## src/rtl/ipx_testx_sched.sv

```systemverilog
// ipx_testx_sched -- test scheduler and shared-datapath controller for the
// ipX_testY test state machines of the CMS pix28 test firmware.
//
// Picks one of N_TESTS test FSMs, enables it and gives it a one-cycle start
// pulse. It also owns the resources the test FSMs share:
//   - the config-clock phase counter and the fast config clock
//   - the pattern shift register and its shift counter
//   - the aggregated busy / done / error status
//
// Optional build macro: CMS_PIX28_SCHED_PRBS_EN
//   - When defined, a shift steps a PRBS-7 (x^7+x^6+1) held in sr[6:0].
//   - When undefined, a shift rotates the whole register right.
//
// Ports:
//   clk, reset               clock, synchronous active-high reset
//   test_sel, test_start     test index, and a level whose rising edge starts a test
//   clk_div                  config-clock period minus 1
//   pattern, shift_cnt_max   shift-register load value, and the shift count limit
//   tst_shift_reg_load/shift per-test shift-register requests
//   tst_status_done          per-test completion flags
//   test_enable(_re)         one-hot enable, and the start pulse, to the selected test
//   clk_counter              config-clock phase
//   fast_config_clk          config clock
//   shift_reg_bit0           LSB of the shift register
//   shift_reg_shift_cnt      shifts executed since the last load
//   status_busy/done/error   aggregated status (done and error are sticky)
module ipx_testx_sched #(
    parameter int N_TESTS = 4,
    parameter int SR_W    = 32
) (
    input  logic               clk,
    input  logic               reset,
    input  logic [3:0]         test_sel,
    input  logic               test_start,
    input  logic [6:0]         clk_div,
    input  logic [SR_W-1:0]    pattern,
    input  logic [13:0]        shift_cnt_max,
    input  logic [N_TESTS-1:0] tst_shift_reg_load,
    input  logic [N_TESTS-1:0] tst_shift_reg_shift,
    input  logic [N_TESTS-1:0] tst_status_done,
    output logic [N_TESTS-1:0] test_enable,
    output logic [N_TESTS-1:0] test_enable_re,
    output logic [6:0]         clk_counter,
    output logic               fast_config_clk,
    output logic               shift_reg_bit0,
    output logic [13:0]        shift_reg_shift_cnt,
    output logic               status_busy,
    output logic               status_done,
    output logic               status_error
);

    typedef enum logic [1:0] {IDLE, ARM, RUN, DONE} state_t;

    localparam logic [4:0] N_TESTS_W = 5'(N_TESTS);

    state_t             state_reg;
    logic [3:0]         sel_reg;
    logic               test_start_d_reg;
    logic [N_TESTS-1:0] enable_reg;
    logic [N_TESTS-1:0] enable_re_reg;
    logic               busy_reg;
    logic               done_reg;
    logic               error_reg;
    logic [6:0]         clk_counter_reg;
    logic [6:0]         clk_counter_next;
    logic               fast_clk_reg;
    logic [SR_W-1:0]    sr_reg;
    logic [SR_W-1:0]    sr_load_val;
    logic [SR_W-1:0]    sr_shift_val;
    logic [13:0]        shift_cnt_reg;

    logic [N_TESTS-1:0] sel_hot;     // one-hot of the latched selection
    logic [N_TESTS-1:0] req_hot;     // one-hot of the incoming test_sel
    logic               start_re;
    logic               sel_valid;
    logic               arm_now;
    logic               load_req;
    logic               shift_req;
    logic               done_req;
    logic [7:0]         half_period;

    genvar gi;
    generate
        for (gi = 0; gi < N_TESTS; gi++) begin : g_sel
            assign sel_hot[gi] = (sel_reg == 4'(gi));
            assign req_hot[gi] = (test_sel == 4'(gi));
        end
    endgenerate

    assign start_re  = test_start & ~test_start_d_reg;
    assign sel_valid = ({1'b0, test_sel} < N_TESTS_W);
    assign arm_now   = (state_reg == IDLE) && start_re && sel_valid;

    // Only the selected test may drive the shared shift register, and only
    // while it is enabled; every other request bit is masked off here.
    assign load_req  = |(tst_shift_reg_load  & sel_hot & enable_reg);
    assign shift_req = |(tst_shift_reg_shift & sel_hot & enable_reg);
    assign done_req  = |(tst_status_done & sel_hot);

    // Threshold at which the config clock goes high. It is computed in 8 bits,
    // so clk_div = 127 does not overflow.
    assign half_period = ({1'b0, clk_div} + 8'd1) >> 1;

    // Using >= rather than == means a counter that is already beyond a newly
    // lowered clk_div wraps on the next cycle. The counter is zeroed on entry
    // to ARM, so it reads 0 for the whole ARM cycle.
    always_comb begin
        if (arm_now) begin
            clk_counter_next = 7'd0;
        end else if (clk_counter_reg >= clk_div) begin
            clk_counter_next = 7'd0;
        end else begin
            clk_counter_next = clk_counter_reg + 7'd1;
        end
    end

    always_comb begin
        sr_load_val  = pattern;
        sr_shift_val = {sr_reg[0], sr_reg[SR_W-1:1]};
`ifdef CMS_PIX28_SCHED_PRBS_EN
        sr_shift_val      = sr_reg;
        sr_shift_val[6:0] = {sr_reg[5:0], sr_reg[6] ^ sr_reg[5]};
        // An all-zero seed would lock the LFSR up, so it is replaced by 1.
        if (pattern[6:0] == 7'd0) begin
            sr_load_val[6:0] = 7'h01;
        end
`endif
    end

    // Sequencer. Outputs are registered and are updated on the transition
    // into each state, so test_enable appears one clk after the start edge.
    always_ff @(posedge clk) begin
        if (reset) begin
            state_reg        <= IDLE;
            sel_reg          <= 4'd0;
            test_start_d_reg <= 1'b0;
            enable_reg       <= '0;
            enable_re_reg    <= '0;
            busy_reg         <= 1'b0;
            done_reg         <= 1'b0;
            error_reg        <= 1'b0;
        end else begin
            test_start_d_reg <= test_start;
            case (state_reg)
                IDLE: begin
                    if (start_re) begin
                        if (sel_valid) begin
                            state_reg  <= ARM;
                            sel_reg    <= test_sel;
                            enable_reg <= req_hot;
                            busy_reg   <= 1'b1;
                            done_reg   <= 1'b0;
                            error_reg  <= 1'b0;
                        end else begin
                            error_reg <= 1'b1;
                        end
                    end
                end
                ARM: begin
                    state_reg     <= RUN;
                    enable_re_reg <= sel_hot;
                end
                RUN: begin
                    enable_re_reg <= '0;
                    // An abort is checked first, so it wins over a done seen
                    // in the same cycle.
                    if (!test_start) begin
                        state_reg  <= IDLE;
                        enable_reg <= '0;
                        busy_reg   <= 1'b0;
                        error_reg  <= 1'b1;
                    end else if (done_req) begin
                        state_reg  <= DONE;
                        enable_reg <= '0;
                        busy_reg   <= 1'b0;
                        done_reg   <= 1'b1;
                    end
                end
                DONE: begin
                    state_reg <= IDLE;
                end
                default: begin
                    state_reg <= IDLE;
                end
            endcase
        end
    end

    // Shared datapath: the config clock and the pattern shift register.
    always_ff @(posedge clk) begin
        if (reset) begin
            clk_counter_reg <= 7'd0;
            fast_clk_reg    <= 1'b0;
            sr_reg          <= '0;
            shift_cnt_reg   <= 14'd0;
        end else begin
            clk_counter_reg <= clk_counter_next;
            // Computed from the next count, so the clock level lines up with
            // the clk_counter value shown alongside it.
            fast_clk_reg    <= ({1'b0, clk_counter_next} >= half_period);
            if (load_req) begin
                sr_reg        <= sr_load_val;
                shift_cnt_reg <= 14'd0;
            end else if (shift_req) begin
                sr_reg <= sr_shift_val;
                if ((shift_cnt_reg < shift_cnt_max) && (shift_cnt_reg != 14'h3FFF)) begin
                    shift_cnt_reg <= shift_cnt_reg + 14'd1;
                end
            end
        end
    end

    assign test_enable         = enable_reg;
    assign test_enable_re      = enable_re_reg;
    assign clk_counter         = clk_counter_reg;
    assign fast_config_clk     = fast_clk_reg;
    assign shift_reg_bit0      = sr_reg[0];
    assign shift_reg_shift_cnt = shift_cnt_reg;
    assign status_busy         = busy_reg;
    assign status_done         = done_reg;
    assign status_error        = error_reg;

endmodule
```

## config.mk

```make
export PLATFORM = sky130hd
export DESIGN_NAME = ipx_testx_sched
export DESIGN_NICKNAME = d
export VERILOG_FILES = /design/src/rtl/ipx_testx_sched.sv
export SDC_FILE = /design/constraint.sdc
export NUM_CORES = 1
export LEC_CHECK = 0
export ABC_CLOCK_PERIOD_IN_PS = 4200
export CAP_MARGIN = 10
export CORE_MARGIN = 8
export CORE_UTILIZATION = 49
export DETAILED_ROUTE_END_ITERATION = 8
export GPL_TIMING_DRIVEN = 0
export PLACE_DENSITY = 0.8
export SETUP_SLACK_MARGIN = 0.15
export SLEW_MARGIN = 20
export SYNTH_ARGS = -nofsm -noshare
export SYNTH_HDL_FRONTEND = slang
export SYNTH_SLANG_ARGS = --single-unit
```

## constraint.sdc

```tcl
create_clock -name clk -period 4.2 [get_ports clk]
set_input_delay 1.05 -clock clk [delete_from_list [all_inputs] [get_ports clk]]
set_output_delay 1.05 -clock clk [all_outputs]
set_load 0.01 [all_outputs]
```

==> summary.md, run 1 <==
| Metric | Value |
|---|---|
| Result of the run | `completed` |
| Register bit total from synthesis | `72` |
| Slack of the worst reg-to-reg path | `1.13 ns` |
| Endpoint required time on the critical path | `4.44 ns` |
| Share of synthesized registers carrying an async set or reset | `0` |
| Kind of critical path | `in -> reg` |
| Final Critical Period | `3.82 ns` |
| DRT antenna net count | `0` |
| Longest individual stage delay on the worst path | `0.45 ns` |
| Element type at the critical path end | `register` |
| # port buffers | `105` |
| Largest register FFs | `32` |
| Endpoint of the worst-slack reg-to-reg timing path | `fast_config_clk$_SDFF_PP0_` |
| WP data arrival | `4.05 ns` |
| CP startpoint kind | `input port` |
| Max Clk Rate | `262 MHz` |
| Clock tree from TritonCTS | `yes` |
| Number of max-slew violations in the final report | `0` |
| Layout cell share with drive strength beyond 1 | `0.0677` |
| Total Die Area | `11600 um2` |
| Fin. Hold Viols | `0` |
| Standard cell core area | `8180 um2` |
| Count of pins on the block boundary | `106` |
| Clock buffers created by TritonCTS | `9` |
| Psw | `465 uW` |
| Grt total ovfl | `0` |
| Via count normalized by instance count | `5.53` |
| Number of max-capacitance violations reported | `0` |
| Maximum fanout count along the critical path | `10` |
| Vias in the first global route | `3815` |
| Global-route track usage on met3 | `0.0317` |
| Sw Ratio | `0.282` |
| Slowest cell on the critical path | `sky130_fd_sc_hd__clkdlybuf4s50_1` |
| Die extent in x | `108 um` |
| Internal power consumption | `about 1.2 mW` |
| Cell area after layout | `5540 um2` |
| Most instantiated flip-flop cell in the synthesis netlist | `sky130_fd_sc_hd__dfxtp_1` |
| Number of rows in the core area | `33` |
| Endpoint of the worst hold-timing path | `test_enable_re[3]$_SDFFE_PP0P_` |
| Number of flops mapped to enable cells by yosys | `0` |
| Setup Fix Bufs, Post-CTS | `0` |
| Number of warnings issued by yosys | `0` |
| Synthesis-to-finish area growth | `34.3%` |
| Number of cells produced by synthesis | `470` |
| DRC marker count from the first detailed-route iteration | `135` |
| Post-layout utilization of the core | `0.678` |
| Beginning of the worst register-to-register path | `clk_counter[0]$_SDFF_PP0_` |
| Clock Pin Slew Worst Setup and Hold Paths | `0.08 ns` |
| Vertical extent of the die | `around 110 um` |
| Global-route wire length before repair | `18200 um` |
| Relative slew slack | `0.606` |
| Number of setup violations in the final report | `0` |
| RSZ-0062 raised after global routing | `no` |
| Estimated wirelength of the detail-placed design | `8490 um` |
| Met1 track demand over resource in global routing | `0.241` |
| Final weighted congestion of routability-driven global placement | `around 0.85` |
| Clock network power share | `0.348` |
| Initial antenna violation count | `0` |
| WL per Instance | `~16 um` |
| Global Route met2 Usage | `0.315` |
| Fin nets | `690` |
| Worst setup skew after layout | `0.0121 ns` |
| Hold/Removal Path Class | `reg -> reg` |
| Sequential cell area fraction in the yosys report | `0.350` |
| Start point of the worst min-delay path | `test_enable_re[3]$_SDFFE_PP0P_` |
| Maximum number of pins on one net before global-route repair | `14` |
| Num Clock Sinks | `72` |
| Final cycle utilization of the critical path | `0.909` |
| Global router's overall resource usage | `0.188` |
| Via count of the routed design | `3851` |
| Final wirelength | `roughly 11000 um` |
| Share of total power in sequential cells | `0.446` |
| Max Root-Sink Buffers | `2` |
| Initial core utilization | `0.504` |
| Count of unresolved DRC violations after routing | `0` |
| Placement-stage cell area | `5310 um2` |
| H-tree levels | `3` |
| Largest vdd supply drop | `0.000226 V` |
| Root Buffer Master | `sky130_fd_sc_hd__clkbuf_8` |
| Average size of a mapped cell | `8.77 um2` |
| Number of detailed-route iterations in the first pass | `4` |
| Most Crowded Layer GR | `met2` |
| Worst-skew pair later-pin latency | `0.35 ns` |
| Share of power burned in combinational logic | `0.207` |
| Distinct cell type count after synthesis | `between 40 and 50` |
| Antenna diode count | `0` |
| Worst r2r path cells | `16` |
| Net count of the mapped netlist | `574` |
| Power per Cell Area | `298 nW/um2` |
| Leakage power | `approximately 2.4 nW` |
| Post-synthesis instance area | `between 4000 and 5000 um2` |
| Ordered cell list for the critical path | `clkdlybuf4s50_1 -> ha_1 -> nand2b_1 -> a21o_1 -> a21o_1 -> a21oi_2 -> a2bb2oi_4 -> buf_6 -> nand3_1 -> ha_1 -> nand2b_1 -> a21oi_1 -> nor2b_1 -> o21ai_0 -> a21oi_1 -> o31a_1` |
| Worst slew pin tran | `0.586 ns` |
| Worst Hold Path Cells | `2` |
[cells in the mapped netlist, drive strengths merged (8+ instances only)]
cell type / number / area share
inv: 25 / 0.023
dfxtp: 72 / 0.35
a211oi: 37 / 0.069
and3: 18 / 0.029
nor2: 49 / 0.045
buf: 12 / 0.016
mux2i: 33 / 0.080
nor3: 9 / 0.011
ha: 32 / 0.097
clkbuf: 11 / 0.010
o31ai: 8 / 0.015
a21oi: 29 / 0.038
nand2: 20 / 0.018
nand2b: 8 / 0.012
o21ai: 12 / 0.015
xnor2: 8 / 0.017
nand3: 28 / 0.034
or4: 9 / 0.016
[metal layers]
metal | part of all wire | vias to the layer above
met1 | 0.46 | 1780
met4 | 0.015 | 0
li1 | - | 1943
met5 | 0 | -
met2 | 0.48 | 114
met3 | 0.047 | 14
[area by class of cell]
type	count	area [um2]
clock buffers	10	138
multi-input cells	350	2500
flip-flops and latches	72	1440
inverters	25	93.8
well taps	105	131
fillers	662	2640
clock inverters	6	67.6
plain buffers	23	116
repair buffers	105	1050
[how the worst max path moves through the flow]
stage / startpoint / end / slack (ns) / depth (start not counted)
CTS: clk_div[0] / fast_config_clk$_SDFF_PP0_ / 0.17 / 16
floorplan: clk_div[0] / fast_config_clk$_SDFF_PP0_ / 0.61 / 15
global route: clk_div[0] / fast_config_clk$_SDFF_PP0_ / 0.15 / 16
global placement: clk_div[0] / fast_config_clk$_SDFF_PP0_ / -0.22 / 16
finish: clk_div[0] / fast_config_clk$_SDFF_PP0_ / 0.38 / 16
detailed placement: clk_div[0] / fast_config_clk$_SDFF_PP0_ / -0.26 / 16
[power groups by stage]
stage / Clock (mW) / Combinational [mW] / Sequential, mW
5_1_grt: 0.605 / 0.379 / 0.740
3_3_place_gp: 0 / 0.323 / 0.751
4_1_cts: 0.578 / 0.336 / 0.735
2_1_floorplan: 0 / 0.180 / 0.754
3_5_place_dp: 0 / 0.332 / 0.751
6_report: 0.573 / 0.341 / 0.735
[critical path, delay by kind of cell]
family | cells | cell delay [ns]
AOI/OAI and AO/OA | 8 | 1.43
buffers and inverters | 2 | 0.60
adders and majority gates | 2 | 0.59
and+or+nand+nor | 4 | 0.39
[logic make-up (layout without fill, tap and decap cells)]
kind of cell / after synthesis / count (layout) / share of synthesized area
muxes: 34 / 34 / 0.0856
buffers and inverters: 48 / 169 / 0.0492
and+or+nand+nor: 167 / 167 / 0.216
AOI/OAI and AO/OA: 107 / 107 / 0.181
xor gates and xnor gates: 10 / 10 / 0.0212
adders and majority gates: 32 / 32 / 0.0971
DFF: 72 / 72 / 0.350
[repair_timing]
action	4_1_cts	5_1_grt
gates resized for setup	1	7
pin swaps	0	1
hold buffers	0	0
endpoints found under the setup margin	1	1
[layout by cell type (no fill, tap or decap), drive strengths merged, types with 3 or more instances in the layout]
cell             n
or3              3
and2             5
nand3b           3
clkdlybuf4s50  105
inv             26
nor2b            4
or4              9
xnor2            8
nand3           28
and3            18
nor2            49
dfxtp           72
o21ai           12
ha              32
o31ai            8
nand2b           8
clkbuf          20
a21o             3
buf             13
a21oi           29
nand2           20
and4b            3
nor3             9
mux2i           33
a211oi          37
o21a             7
[through the flow]
stage	instances	hold slack, ns	power [mW]	setup slack (ns)	setup TNS, ns
2_1_floorplan	470	0.465	0.934	0.612	0
5_1_grt	696	0.509	1.72	0.146	0
3_3_place_gp	680	0.462	1.07	-0.218	-0.218
4_1_cts	696	0.477	1.65	0.173	0
6_report	696	0.473	1.65	0.382	0
3_5_place_dp	680	0.462	1.08	-0.261	-0.261
Power figures use the tool's default switching activity.
==> run 2: changes to the inputs <==
SLEW_MARGIN = default   (was 20)
==> results of run 2 <==
Final layout, timing and power as in run 1 (identical DEF).
